**config.mk**
```make
export PLATFORM = sky130hd
export DESIGN_NAME = clk_rate_gen
export DESIGN_NICKNAME = d
export VERILOG_FILES = /design/src/rtl/clk_rate_pkg.sv /design/src/rtl/clk_rate_gen_rise_detect.sv /design/src/rtl/clk_rate_gen.sv
export SDC_FILE = /design/constraint.sdc
export NUM_CORES = 1
export LEC_CHECK = 0
export CORE_AREA = 10 10 88 90
export CTS_CLUSTER_SIZE = 25
export DETAILED_ROUTE_END_ITERATION = 10
export DIE_AREA = 0 0 98 100
export PLACE_DENSITY = 0.77
export SLEW_MARGIN = 25
export SYNTH_ARGS = -nofsm -noshare
export SYNTH_HDL_FRONTEND = slang
export SYNTH_SLANG_ARGS = --single-unit
```
**constraint.sdc**
```tcl
create_clock -name clk -period 8.8 [get_ports clk]
set_input_delay 2.2 -clock clk [delete_from_list [all_inputs] [get_ports clk]]
set_output_delay 2.2 -clock clk [all_outputs]
set_load 0.05 [all_outputs]
```
**src/rtl/clk_rate_pkg.sv**
```systemverilog
// Shared encodings and defaults for the programmable CPU slow-clock generator.
package clk_rate_pkg;

  typedef enum logic [1:0] {
    HOLD = 2'd0,
    RUN  = 2'd1,
    STEP = 2'd2
  } rate_state_e;

  // Entry i sits at bits [i*32 +: 32]; entry 0 is the fastest rate.
  localparam logic [4*32-1:0] DEF_DIV_TABLE = {32'd10000000, 32'd1000000, 32'd100000, 32'd10000};

  function automatic int sel_w(input int n);
    return (n <= 1) ? 1 : $clog2(n);
  endfunction

endpackage

```
**src/rtl/clk_rate_gen_rise_detect.sv**
```systemverilog
// Registered-history rising-edge detector for the debounced step button.
module rise_detect (
  input  logic clk,
  input  logic clr,
  input  logic d,
  output logic rise
);

  logic prev_q;

  always_ff @(posedge clk) begin
    if (clr) prev_q <= 1'b0;
    else     prev_q <= d;
  end

  assign rise = d & ~prev_q;

endmodule

```
**src/rtl/clk_rate_gen.sv**
```systemverilog
// Programmable CPU clock divider with run/pause/single-step control.
// Define CLK_RATE_CYCLE_CNT_EN to build the CPU clock counter on cycle_cnt.
module clk_rate_gen
  import clk_rate_pkg::*;
#(
  parameter int CNT_W     = 32,
  parameter int NUM_RATES = 4,
  parameter int SEL_W     = sel_w(NUM_RATES),
  parameter logic [NUM_RATES*CNT_W-1:0] DIV_TABLE = DEF_DIV_TABLE
) (
  input  logic             clk,
  input  logic             clr,
  input  logic [SEL_W-1:0] rate_sel,
  input  logic             run_en,
  input  logic             step_req,
  output logic             clk_n,
  output logic             tick,
  output logic             busy,
  output logic [31:0]      cycle_cnt
);

  rate_state_e      state_q, state_d;
  logic [CNT_W-1:0] cnt_q, cnt_d, act_h_q, act_h_d, sel_h;
  logic             clk_n_q, clk_n_d, tick_q, tick_d;
  logic             step_rise, end_half;

  rise_detect u_step (.clk(clk), .clr(clr), .d(step_req), .rise(step_rise));

  // Out-of-range selects fall through to the last entry; a zero divisor acts as 1.
  always_comb begin
    sel_h = DIV_TABLE[(NUM_RATES-1)*CNT_W +: CNT_W];
    for (int i = 0; i < NUM_RATES; i++)
      if (int'(rate_sel) == i) sel_h = DIV_TABLE[i*CNT_W +: CNT_W];
    if (sel_h == '0) sel_h = CNT_W'(1);
  end

  assign end_half = (cnt_q == act_h_q - CNT_W'(1));

  always_comb begin
    state_d = state_q;
    cnt_d   = cnt_q;
    act_h_d = act_h_q;
    clk_n_d = clk_n_q;
    tick_d  = 1'b0;
    case (state_q)
      HOLD: begin
        cnt_d   = '0;
        clk_n_d = 1'b0;
        if (run_en || step_rise) begin
          state_d = run_en ? RUN : STEP;
          clk_n_d = 1'b1;
          tick_d  = 1'b1;
          act_h_d = sel_h;
        end
      end
      RUN, STEP: begin
        if (!end_half) begin
          cnt_d = cnt_q + CNT_W'(1);
        end else begin
          cnt_d = '0;
          if (clk_n_q) begin
            clk_n_d = 1'b0;
          end else if (state_q == RUN && run_en) begin
            // Back-to-back period: the new rate is latched only here.
            clk_n_d = 1'b1;
            tick_d  = 1'b1;
            act_h_d = sel_h;
          end else begin
            state_d = HOLD;
          end
        end
      end
      default: state_d = HOLD;
    endcase
  end

  always_ff @(posedge clk) begin
    if (clr) begin
      state_q <= HOLD;
      cnt_q   <= '0;
      act_h_q <= CNT_W'(1);
      clk_n_q <= 1'b0;
      tick_q  <= 1'b0;
    end else begin
      state_q <= state_d;
      cnt_q   <= cnt_d;
      act_h_q <= act_h_d;
      clk_n_q <= clk_n_d;
      tick_q  <= tick_d;
    end
  end

  assign clk_n = clk_n_q;
  assign tick  = tick_q;
  assign busy  = (state_q != HOLD);

`ifdef CLK_RATE_CYCLE_CNT_EN
  logic [31:0] cyc_q;

  always_ff @(posedge clk) begin
    if (clr)         cyc_q <= '0;
    else if (tick_d) cyc_q <= cyc_q + 32'd1;
  end

  assign cycle_cnt = cyc_q;
`else
  assign cycle_cnt = '0;
`endif

endmodule

```
Word-level counts from Yosys, hierarchy flattened
Cells that the tools add are included.
{"block": "totals", "regBits": 69, "inputBits": 6, "output_inout_bits": 35, "elab_cells": 57}
{"block": "op_classes", "n_addsub": 2, "n_eq_ne": 11, "n_mux": 25, "n_bitwise": 2, "n_reduce_logical": 11}
{"cell": "$mux 32", "count": 9}
{"cell": "$pmux 32 s2", "count": 2}
{"cell": "$add 32x1->32 const B", "count": 1}
{"cell": "$eq 32x32->1", "count": 1}
{"cell": "$logic_not 32->1", "count": 1}
{"cell": "$sub 32x1->32 const B", "count": 1}
{"cell": "$mux 24", "count": 1}
{"cell": "$mux 2", "count": 5}
{"cell": "$ne 2x2->1 const B", "count": 5}
{"cell": "$eq 2x2->1 const B", "count": 3}
{"cell": "$mux 1", "count": 5}
{"cell": "$reduce_and 5->1", "count": 1}
{"cell": "$eq 2x1->1 const B", "count": 2}
{"cell": "$logic_not 2->1", "count": 2}
{"cell": "$pmux 1 s2", "count": 2}
{"cell": "$pmux 2 s2", "count": 1}
{"cell": "$reduce_and 4->1", "count": 1}
{"cell": "$reduce_bool 2->1", "count": 2}
{"cell": "$reduce_and 2->1", "count": 1}
{"cell": "$reduce_or 2->1", "count": 1}
{"cell": "$and 1x1->1", "count": 1}
{"cell": "$logic_and 1x1->1", "count": 1}
{"cell": "$logic_or 1x1->1", "count": 1}
{"cell": "$not 1->1", "count": 1}

Longest topological paths before layout
Gate-level depths: netlist of run 1.
{"block": "logic_depth", "word_depth": 11, "ltp_mapped": 13, "mapped_depth_nobuf": 10}

By module
Synthesis of run 1 repeated with hierarchy kept, for this count alone.
{"block": "unflattened", "cells_unflattened": 393, "area_unflattened_um2": 3214.3}
{"module": "clk_rate_gen", "instances": 1, "cells_per_inst": 390, "area_each_um2": 3166.8, "seq_area_each_um2": 920.9}
{"module": "rise_detect", "instances": 1, "cells_per_inst": 3, "area_each_um2": 47.5, "seq_area_each_um2": 20.0}

Worst setup path before layout of run 1
OpenSTA, ideal clock, no wires.
{"block": "synth_path", "path_type": "input-to-reg", "start": "input step_req", "end": "register act_h_q[20]", "setup_time_ns": 0.128, "arrival_time_ns": 3.201, "required_ns": 8.672, "setup_slack_ns": 5.471, "cell_stages": 7, "path_buffers": 1, "cell_sequence": "nor2b_1 o21ai_0 or2_2 o21ai_4 buf_6 mux2i_1 nor2_1"}
{"block": "synth_via", "elab_chain_len": 4}
{"element": "start: declaration", "line": "clk_rate_gen.sv:15", "source": "input logic step_req,"}
{"element": "$and 1x1->1", "line": "clk_rate_gen_rise_detect.sv:16", "source": "assign rise = d & ~prev_q;"}
{"element": "$logic_or 1x1->1", "line": "clk_rate_gen.sv:49", "source": "if (run_en || step_rise) begin"}
{"element": "$ne 2x2->1 (no line)"}
{"element": "$reduce_and 5->1 (no line)"}
{"element": "end signal: assignment", "line": "clk_rate_gen.sv:87", "source": "act_h_q <= act_h_d;"}
{"element": "end: declaration", "line": "clk_rate_gen.sv:23", "source": "logic [CNT_W-1:0] cnt_q, cnt_d, act_h_q, act_h_d, sel_h;"}
Every way passes these cells.
A chain may end at the register's enable or synchronous reset.

Final worst setup path of run 1
{"block": "layout_path", "start": "register state_q[0]", "end": "output busy"}
{"block": "layout_via", "elab_chain_len": 1}
{"element": "start: declaration", "line": "clk_rate_gen.sv:22", "source": "rate_state_e state_q, state_d;"}
{"element": "start signal: assignment", "line": "clk_rate_gen.sv:85", "source": "state_q <= state_d;"}
{"element": "$reduce_bool 2->1", "line": "clk_rate_gen.sv:95", "source": "assign busy = (state_q != HOLD);"}
{"element": "end: declaration", "line": "clk_rate_gen.sv:18", "source": "output logic busy,"}
Every way passes these cells.

==> results.cfg, run 1 <==
[run_status]
status = finished, final reports clean

[clocking]
cts_tree = done
numClockSinks = 47
cts_hold_buffers = 0
clock_tree.buffer_depth = 2
post_cts.resized_instances = 0
tritoncts.num_buffers = 5
clk_pin_slew_worst_paths_ns = 0.08
htree_levels = 2
cts.root.buffer_cell = sky130_fd_sc_hd__clkbuf_8
post_cts.repair.setup_buffers = 0
clk-insertion-delay-late_ns = 0.30

[logic_synthesis]
post_synthesis_share_of_cell_area_spent_on_full_adders_half_adders_and_majority_gates_pct = 3.90
gate_count_post_synth = 389
synth_edf_count = 0
synthSimpleGateAreaFrac_pct = 27.8
synth_top_family_by_area = simple AND/OR/NAND/NOR gates
muxShareOfSynthArea_pct = 2.81
yosys_cell_types = 63
compound_gate_portion_of_the_synthesized_area_pct = 10.2
synth_ff_type = sky130_fd_sc_hd__dfxtp_1
synth_seq_area_share_pct = 29.3
ys_seq_elements = 47
syn-mean-instance-area_sq_um = 8.24
cell_area_synth_sq_um = 3210
yosys_warnings = 0
async_reset_ff_share_pct = 0
post_synthesis_xor_xnor_area_fraction_pct = 13.0

[sta]
part_of_the_cycle_the_worst_path_needs_pct = 46.6
finalHoldViolations = 0
count_of_endpoints_failing_setup_in_the_final_report = 0
timing.final.max_slew_violations = 0
layout_min_cycle_time_ns = 4.10
worst_max_slew_pin_slew_ns = 0.654
slew_headroom_pct = 56.3
clock.fmax_mhz = 244
fin_tns_setup_ns = 0
finalClockSkew_ns = 0.00709
grt_setup_unrepaired = false

[floorplan]
die_y_um = 100
dieWidth_um = 98
pin_count = 41
coreArea_sq_um = 6130
start_util_pct = 52.3
die_area_sq_um = 9800
core_rows = 29

[worst_setup_path]
critPathArrivalTime_ns = 1.90
critical_path_cell_by_cell = inv_1 > ha_1 > inv_1 > clkdlybuf4s50_1
critical_path.max_fanout = 4
critical_path.max_stage_delay_ns = 0.80
crit_path_end_kind = output pin
worst-setup-path-type = reg -> out
setup.worst_path.start_class = flop
timing.critical_path.mode_cell = sky130_fd_sc_hd__inv_1
critical-path-slowest-cell = sky130_fd_sc_hd__clkdlybuf4s50_1
cp.required_ns = 6.60
reg2reg_depth = 10

[cells_and_area]
layout.nets = 398
area_growth_syn_to_layout_pct = 0.234
antenna-diode-count = 0
layout-drive-gt1-share_pct = 6.01
fin_area_sq_um = 3210

[power]
vdd.ir_drop.worst_uv = 193
design_power_total_w = 0.000762
cellLeakagePower_nw = 1.20
pwr_density_cell_nw_per_um2 = 237

[detailed_routing]
number_of_vias_in_the_routed_layout = 2488
first_pass_iters = 4
post_drt_wl_per_cell_um = 14.2
detail_route_antenna_nets = 0
vias_per_cell = 5.41
total_routed_wirelength_um = 6550
drtIter0Drc = 152
drt_drc_violations_left = 0

[placed_design]
detailed_place.area_sq_um = 3130
hpwlAfterDp_um = 4940
gp_routability_congestion = 0.872
port_buffers = 8

[hold_path]
min_path_cells = 2
holdCritPathClass = reg -> reg

[grt]
globalRoute.totalOverflow = 0
wire_length_of_the_first_global_routing_pass_um = 11700
grt_max_degree = 32
global_route.usage.total_pct = 13.7
antenna_found_initial = 0
first_global_vias = 2442

[flow_run]
drv_cap = 0
==> layout by cell type, fill, tap and decap left out, drive strengths merged, types with 2 or more instances in the layout <==
| cell | synthesis | final |
|---|---|---|
| nor3 | 5 | 5 |
| nor4 | 12 | 12 |
| a2bb2oi | 2 | 2 |
| nand4b | 3 | 3 |
| clkbuf | 13 | 7 |
| clkdlybuf4s50 | 0 | 8 |
| nor3b | 4 | 4 |
| a31oi | 2 | 2 |
| o21ai | 6 | 6 |
| and2 | 2 | 2 |
| a21oi | 7 | 7 |
| nand2 | 20 | 20 |
| nand3 | 17 | 17 |
| xnor2 | 21 | 21 |
| or4 | 4 | 4 |
| conb | 1 | 32 |
| nor2 | 67 | 67 |
| xor2 | 24 | 24 |
| mux2i | 9 | 9 |
| nand4 | 11 | 11 |
| or3 | 3 | 3 |
| ha | 10 | 10 |
| a221oi | 2 | 2 |
| and3 | 3 | 3 |
| or2 | 4 | 4 |
| nand2b | 2 | 2 |
| and4 | 2 | 2 |
| inv | 12 | 12 |
| o22ai | 3 | 3 |
| nor2b | 6 | 6 |
| a211oi | 4 | 4 |
| dfxtp | 47 | 47 |
==> synth_stat cells, drive strengths merged (4+ instances only) <==
library cell	n	share of area (%)
nor2	67	7.8
dfxtp	47	29
buf	40	9.9
xor2	24	6.6
xnor2	21	5.7
nand2	20	2.3
nand3	17	2.7
clkbuf	13	1.5
inv	12	1.4
nor4	12	2.7
nand4	11	2.3
ha	10	3.9
mux2i	9	2.8
a21oi	7	1.1
nor2b	6	1.2
o21ai	6	1.3
nor3	5	1.1
a211oi	4	1.4
nor3b	4	0.94
or2	4	0.78
or4	4	1.1
==> through the flow <==
step	utilization (%)	worst slack [ns]	instances	hold slack, ns
2_1_floorplan	-	5.47	420	0.487
3_3_place_gp	51.1	4.55	452	0.512
3_5_place_dp	51.1	4.42	452	0.530
4_1_cts	52.4	4.68	460	0.541
5_1_grt	52.4	4.58	460	0.578
6_report	52.4	4.70	460	0.536
==> cells by family (layout without fill, tap and decap cells) <==
logic type / count (synthesis) / after routing
simple gates: 170 / 170
compound gates: 41 / 41
mux: 9 / 9
flops: 47 / 47
xor+xnor: 46 / 46
fa+ha+maj: 10 / 10
other cells: 1 / 32
buf+inv: 65 / 28
==> path summary, 6_finish.rpt <==
path | start | end | slack, ns
max | state_q[0] | busy | 4.70
min reg2reg | state_q[0] | state_q[0] | 0.54
min | state_q[0] | state_q[0] | 0.54
max reg2reg | act_h_q[0] | cnt_q[6] | 5.29
==> power breakdown <==
part | leakage (nW) | total (W) | internal, W | switching [W]
Combinational | 0.772 | 0.000356 | 0.000142 | 0.000214
Sequential | 0.382 | 0.000278 | 0.000235 | 0.0000434
Clock | 0.0422 | 0.000128 | 0.0000559 | 0.0000716
Total | 1.20 | 0.000762 | 0.000432 | 0.000329
==> metal layers <==
layer | global-route usage (%) | wire length [um] | vias up | share of wire [%]
met4 | 5.26 | 141 | 0 | 2.2
met3 | 3.64 | 354 | 15 | 5.4
met1 | 16.4 | 2900 | 1154 | 44
met2 | 23.0 | 3160 | 58 | 48
li1 | - | - | 1261 | -
met5 | 0 | 0 | - | 0
==> cell type report <==
type | instances | area [sq um]
fillers | 576 | 2920
multi-input cells | 308 | 1970
flip-flops and latches | 47 | 941
well taps | 77 | 96.3
repair buffers | 8 | 80.1
clock buffers | 7 | 76.3
inverters | 12 | 45.0
clock inverters | 1 | 5.00
==> critical path, delay by kind of cell (launching register included) <==
kind                     cells  cell delay, ns
buffers and inverters        3            0.96
adder cells (fa/ha/maj)      1            0.24
flip-flops                   1            0.39
==> flip-flops by register name, summed over array words and instances (netlist names) <==
signal / count
state_q: 2
act_h_q: 10
u_step.prev_q: 1
clk_n: 1
cnt_q: 32
tick: 1
(Power assumes the default switching activity.)
==> inputs of run 2 (changes only) <==
==> constraint.sdc (replaced) <==
create_clock -name clk -period 4 [get_ports clk]
set_input_delay 1 -clock clk [delete_from_list [all_inputs] [get_ports clk]]
set_output_delay 1 -clock clk [all_outputs]
set_load 0.05 [all_outputs]
==> results.cfg, run 2 (synthesis gave the netlist of run 1 again) <==
[cells_and_area]
antenna-diode-count = 0
layout-drive-gt1-share_pct = 6.25
top_register = cnt_q
largest_register_ff_count = 32
area_growth_syn_to_layout_pct = 1.37
biggestRegsByFlops = cnt_q: 32 flops, act_h_q: 10 flops, state_q: 2 flops
layout.nets = 400
final_cell_count_no_fill = 461
fin_area_sq_um = 3250
filler_cell_count = 561
mostFrequentLayoutCells = sky130_fd_sc_hd__nor2_1, sky130_fd_sc_hd__dfxtp_1, sky130_fd_sc_hd__conb_1, sky130_fd_sc_hd__xor2_1, sky130_fd_sc_hd__xnor2_1
final_common_cell = sky130_fd_sc_hd__nor2_1

[grt]
antenna_found_initial = 0
wire_length_of_the_first_global_routing_pass_um = 11100
globalRoute.totalOverflow = 0
global_route.usage.total_pct = 13.3
grt_max_degree = 32
first_global_vias = 2346

[worst_setup_path]
crit_path_end_kind = flop
r2r_slack_ns = 0.68
worst-setup-path-type = reg -> reg
critical_path.max_fanout = 31
critPathArrivalTime_ns = 3.50
rr_endpoint = cnt_q[9]
reg2reg_depth = 11
worst_setup_path_endpoint = cnt_q[9]
cp.required_ns = 4.18
setup.worst_path.start_class = flop
critical_path.startpoint = act_h_q[0]
timing.rr.start = act_h_q[0]

[sta]
part_of_the_cycle_the_worst_path_needs_pct = 83.0
count_of_endpoints_failing_setup_in_the_final_report = 0
finalHoldViolations = 0
clock.fmax_mhz = 301
fin_tns_setup_ns = 0
finalClockSkew_ns = 0.00675
slew_headroom_pct = 58.7
layout_min_cycle_time_ns = 3.32
timing.final.max_slew_violations = 0
fin_ws_ns = 0.678
grt_setup_unrepaired = false
worst_max_slew_pin_slew_ns = 0.615

[placed_design]
port_buffers = 8
hpwlAfterDp_um = 5040
detailed_place.area_sq_um = 3150
gp_routability_congestion = 0.918
pre_cts_ws_ns = 0.725
placedCellCount = 454

[power]
pwr_density_cell_nw_per_um2 = 538
power_report.internal_total_w = 0.00101
vdd.ir_drop.worst_uv = 364
power_frac_clock_pct = 19.3
power.share.sequential_pct = 35.1
comb_power_share_pct = 45.7
p_switching_w = 0.000734
design_power_total_w = 0.00175
cellLeakagePower_nw = 1.21
power.switching_fraction_pct = 42.0

[detailed_routing]
drt_drc_violations_left = 0
detail_route_antenna_nets = 0
first_pass_iters = 4
total_routed_wirelength_um = 6750
post_drt_wl_per_cell_um = 14.6
drtIter0Drc = 215
vias_per_cell = 5.58
number_of_vias_in_the_routed_layout = 2572

[floorplan]
dieWidth_um = 98
pin_count = 41
coreArea_sq_um = 6130
start_util_pct = 52.3
die_area_sq_um = 9800
core_rows = 29
die_y_um = 100

[clocking]
clock_tree.buffer_depth = 2
cts.root.buffer_cell = sky130_fd_sc_hd__clkbuf_8
tritoncts.num_buffers = 5
clk_pin_slew_worst_paths_ns = 0.08
htree_levels = 2
post_cts.resized_instances = 0
cts_hold_buffers = 0
post_cts.repair.setup_buffers = 0
clk-insertion-delay-late_ns = 0.30
numClockSinks = 47
cts_tree = done

[hold_path]
holdCritPathClass = reg -> reg
min_path_cells = 2

[run_status]
status = finished, final reports clean

[flow_run]
drv_cap = 0
[run 2: changes by cell type in the layout (fill, tap and decap cells not counted)]
cell,previous run,this run
sky130_fd_sc_hd__clkbuf_1,2,1
sky130_fd_sc_hd__or2_2,4,3
sky130_fd_sc_hd__bufinv_16,0,1
sky130_fd_sc_hd__clkinv_2,1,0
sky130_fd_sc_hd__buf_4,0,2
sky130_fd_sc_hd__or2_1,0,1
[run 2: through the flow]
step | utilization (%) | hold slack [ns]
4_1_cts | 53.0 | 0.546
2_1_floorplan | - | 0.487
6_report | 53.0 | 0.536
3_3_place_gp | 51.3 | 0.520
5_1_grt | 53.0 | 0.583
3_5_place_dp | 51.3 | 0.530
[run 2: critical path, stage by stage, from the launching register on]
cell                        delay, ns
sky130_fd_sc_hd__dfxtp_1         0.45
sky130_fd_sc_hd__inv_1           0.16
sky130_fd_sc_hd__ha_1            0.25
sky130_fd_sc_hd__or3b_1          0.45
sky130_fd_sc_hd__nor4_1          0.26
sky130_fd_sc_hd__a2bb2oi_1       0.11
sky130_fd_sc_hd__a2111oi_2       0.41
sky130_fd_sc_hd__nand4_2         0.29
sky130_fd_sc_hd__a21oi_1         0.28
sky130_fd_sc_hd__or2_1           0.13
sky130_fd_sc_hd__buf_4           0.30
sky130_fd_sc_hd__nor2_1          0.09
[run 2: area by class of cell]
cell class | count | area, sq um | share of cell area [%]
Sequential cell | 47 | 941 | 28.9
Inverter | 12 | 45.0 | 1.39
Clock buffer | 6 | 72.6 | 2.23
Multi-Input combinational cell | 308 | 1970 | 60.6
Timing Repair Buffer | 10 | 95.1 | 2.93
Tap cell | 77 | 96.3 | 2.96
Clock inverter | 1 | 30.0 | 0.924
[run 2: power groups by stage]
stage                     Clock [W]  Combinational (W)  Sequential, W
after floorplan                   0           0.000731       0.000591
after global placement            0           0.000779       0.000619
after detailed placement          0           0.000786       0.000619
after CTS                  0.000341           0.000793       0.000609
after global routing       0.000361           0.000865       0.000621
final                      0.000337           0.000799       0.000613
[run 2: how the worst min path moves through the flow]
stage	start	end
3_3_place_gp	cnt_q[1]	cnt_q[1]
6_report	cnt_q[1]	cnt_q[1]
3_5_place_dp	cnt_q[1]	cnt_q[1]
5_1_grt	cnt_q[1]	cnt_q[1]
4_1_cts	cnt_q[1]	cnt_q[1]
2_1_floorplan	cnt_q[1]	cnt_q[1]
[run 2: per-layer routing]
layer	global-route usage [%]	wire length, um	vias to the layer above
li1	-	-	1262
met1	16.3	2930	1223
met2	21.7	3270	78
met3	3.57	461	9
met4	5.03	95	0
met5	0	0	-
==> inputs of run 3 (changes only) <==
--- a/config.mk
+++ b/config.mk
@@ -5,11 +5,11 @@
 export SDC_FILE = /design/constraint.sdc
 export NUM_CORES = 1
 export LEC_CHECK = 0
-export CORE_AREA = 10 10 88 90
+export CORE_AREA = 10 10 91 93
 export CTS_CLUSTER_SIZE = 25
 export DETAILED_ROUTE_END_ITERATION = 10
-export DIE_AREA = 0 0 98 100
-export PLACE_DENSITY = 0.77
+export DIE_AREA = 0 0 101 103
+export PLACE_DENSITY = 0.75
 export SLEW_MARGIN = 25
 export SYNTH_ARGS = -nofsm -noshare
 export SYNTH_HDL_FRONTEND = slang
==> constraint.sdc (replaced) <==
create_clock -name clk -period 2.8 [get_ports clk]
set_input_delay 0.7 -clock clk [delete_from_list [all_inputs] [get_ports clk]]
set_output_delay 0.7 -clock clk [all_outputs]
set_load 0.05 [all_outputs]
==> results.cfg, run 3 (synthesis gave the netlist of run 1 again) <==
[sta]
part_of_the_cycle_the_worst_path_needs_pct = 103
finalHoldViolations = 0
grt_setup_unrepaired = true
finalClockSkew_ns = 0.00657
timing.final.max_slew_violations = 0
fin_ws_ns = -0.0820
worst_max_slew_pin_slew_ns = 0.566
layout_min_cycle_time_ns = 2.88
slew_headroom_pct = 62.3
count_of_endpoints_failing_setup_in_the_final_report = 40
clock.fmax_mhz = 347

[floorplan]
die_y_um = 103
core_rows = 30
die_area_sq_um = 10400
pin_count = 41
dieWidth_um = 101
start_util_pct = 48.8
coreArea_sq_um = 6570

[clocking]
cts_tree = done
cts_hold_buffers = 0
cts.root.buffer_cell = sky130_fd_sc_hd__clkbuf_8
numClockSinks = 47
clock_tree.buffer_depth = 2
clk-insertion-delay-late_ns = 0.30
htree_levels = 2
clk_pin_slew_worst_paths_ns = 0.09
tritoncts.num_buffers = 5

[worst_setup_path]
worst-setup-path-type = reg -> reg
critical_path.max_fanout = 16
cp.required_ns = 3.00
critical_path.startpoint = act_h_q[13]
worst_setup_path_endpoint = cnt_q[12]
setup.worst_path.start_class = flop
r2r_slack_ns = -0.08
crit_path_end_kind = flop
reg2reg_depth = 12
rr_endpoint = cnt_q[12]
timing.rr.start = act_h_q[13]
critPathArrivalTime_ns = 3.08

[grt]
antenna_found_initial = 0
first_global_vias = 2505
global_route.usage.total_pct = 14.1
wire_length_of_the_first_global_routing_pass_um = 12100
globalRoute.totalOverflow = 0
grt_max_degree = 17

[placed_design]
port_buffers = 8
hpwlAfterDp_um = 5520
gp_routability_congestion = 1.02
detailed_place.area_sq_um = 3320
placedCellCount = 475

[cells_and_area]
antenna-diode-count = 0
layout-drive-gt1-share_pct = 16.9
area_growth_syn_to_layout_pct = 13.2
final_cell_count_no_fill = 494
biggestRegsByFlops = cnt_q: 32 flops, act_h_q: 10 flops, state_q: 2 flops
layout.nets = 429
largest_register_ff_count = 32
fin_area_sq_um = 3630
final_common_cell = sky130_fd_sc_hd__nor2_1
seq_area_sq_um = 948
filler_cell_count = 573
mostFrequentLayoutCells = sky130_fd_sc_hd__nor2_1, sky130_fd_sc_hd__dfxtp_1, sky130_fd_sc_hd__conb_1, sky130_fd_sc_hd__xor2_1, sky130_fd_sc_hd__buf_4
top_register = cnt_q
multiInputGateArea_sq_um = 2050

[run_status]
violations = negative setup slack
status = finished, violations left

[detailed_routing]
vias_per_cell = 5.48
total_routed_wirelength_um = 7820
number_of_vias_in_the_routed_layout = 2705
first_pass_iters = 7
drtIter0Drc = 237
drt_drc_violations_left = 0
post_drt_wl_per_cell_um = 15.8
detail_route_antenna_nets = 0

[power]
pwr_density_cell_nw_per_um2 = 798
design_power_total_w = 0.00290
cellLeakagePower_nw = 1.39
vdd.ir_drop.worst_uv = 622

[flow_run]
drv_cap = 0

[hold_path]
holdCritPathClass = reg -> reg
==> run 3: worst min path at each step <==
stage,slack (ns),cells after the start,from,endpoint
after floorplan,0.49,2,cnt_q[1],cnt_q[1]
after global placement,0.52,2,state_q[0],state_q[0]
after detailed placement,0.53,2,state_q[0],state_q[0]
after CTS,0.54,2,act_h_q[0],act_h_q[0]
after global routing,0.57,2,act_h_q[0],act_h_q[0]
final,0.54,2,act_h_q[0],act_h_q[0]
==> run 3: area by class of cell <==
type | instances | area share (%)
clock inverter | 2 | 0.345
tap | 80 | 2.76
sequential | 47 | 26.1
timing repair buffer | 39 | 11.0
inverter | 12 | 1.31
multi-input combinational | 308 | 56.5
clock buffer | 6 | 2.00
==> run 3: repair_timing <==
action,in CTS,in global routing
pin swaps,4,12
setup buffers,1,8
resized for setup,14,15
endpoints found under the setup margin,41,26
gates cloned,1,1
==> run 3: metal layers <==
layer / part of all wire, % / GRT usage (%) / vias to the layer above
li1: - / - / 1326
met1: 42 / 18.0 / 1278
met2: 49 / 22.9 / 93
met3: 8.2 / 3.35 / 8
met4: 0.83 / 4.82 / 0
met5: 0 / 0 / -
==> run 3: stage by stage <==
stage                     TNS, ns  setup slack, ns  util (%)  hold WS [ns]
after floorplan                 0          0.00659         -         0.487
after global placement          0           0.0260      50.6         0.520
after detailed placement    -2.70          -0.0865      50.6         0.532
after CTS                       0         0.000860      53.2         0.538
after global routing        -3.45           -0.123      55.3         0.570
final                       -2.40          -0.0820      55.3         0.539
==> run 3: critical path, stage by stage (launching register included) <==
cell and delay, ns:
sky130_fd_sc_hd__dfxtp_4 0.38, sky130_fd_sc_hd__inv_4 0.07, sky130_fd_sc_hd__ha_4 0.15, sky130_fd_sc_hd__or3b_4 0.42, sky130_fd_sc_hd__xor2_1 0.22, sky130_fd_sc_hd__nand4_1 0.19, sky130_fd_sc_hd__a2111oi_4 0.41, sky130_fd_sc_hd__nand4_2 0.18
sky130_fd_sc_hd__buf_6 0.17, sky130_fd_sc_hd__a21oi_2 0.14, sky130_fd_sc_hd__or2_4 0.22, sky130_fd_sc_hd__buf_12 0.16, sky130_fd_sc_hd__nor2_1 0.06
==> run 3: where the power goes <==
group          switching (W)  internal, W  leakage (nW)
Clock               0.000228     0.000175        0.0412
Combinational       0.000917     0.000762         0.968
Sequential         0.0000732     0.000741         0.383
Total                0.00122      0.00168          1.39
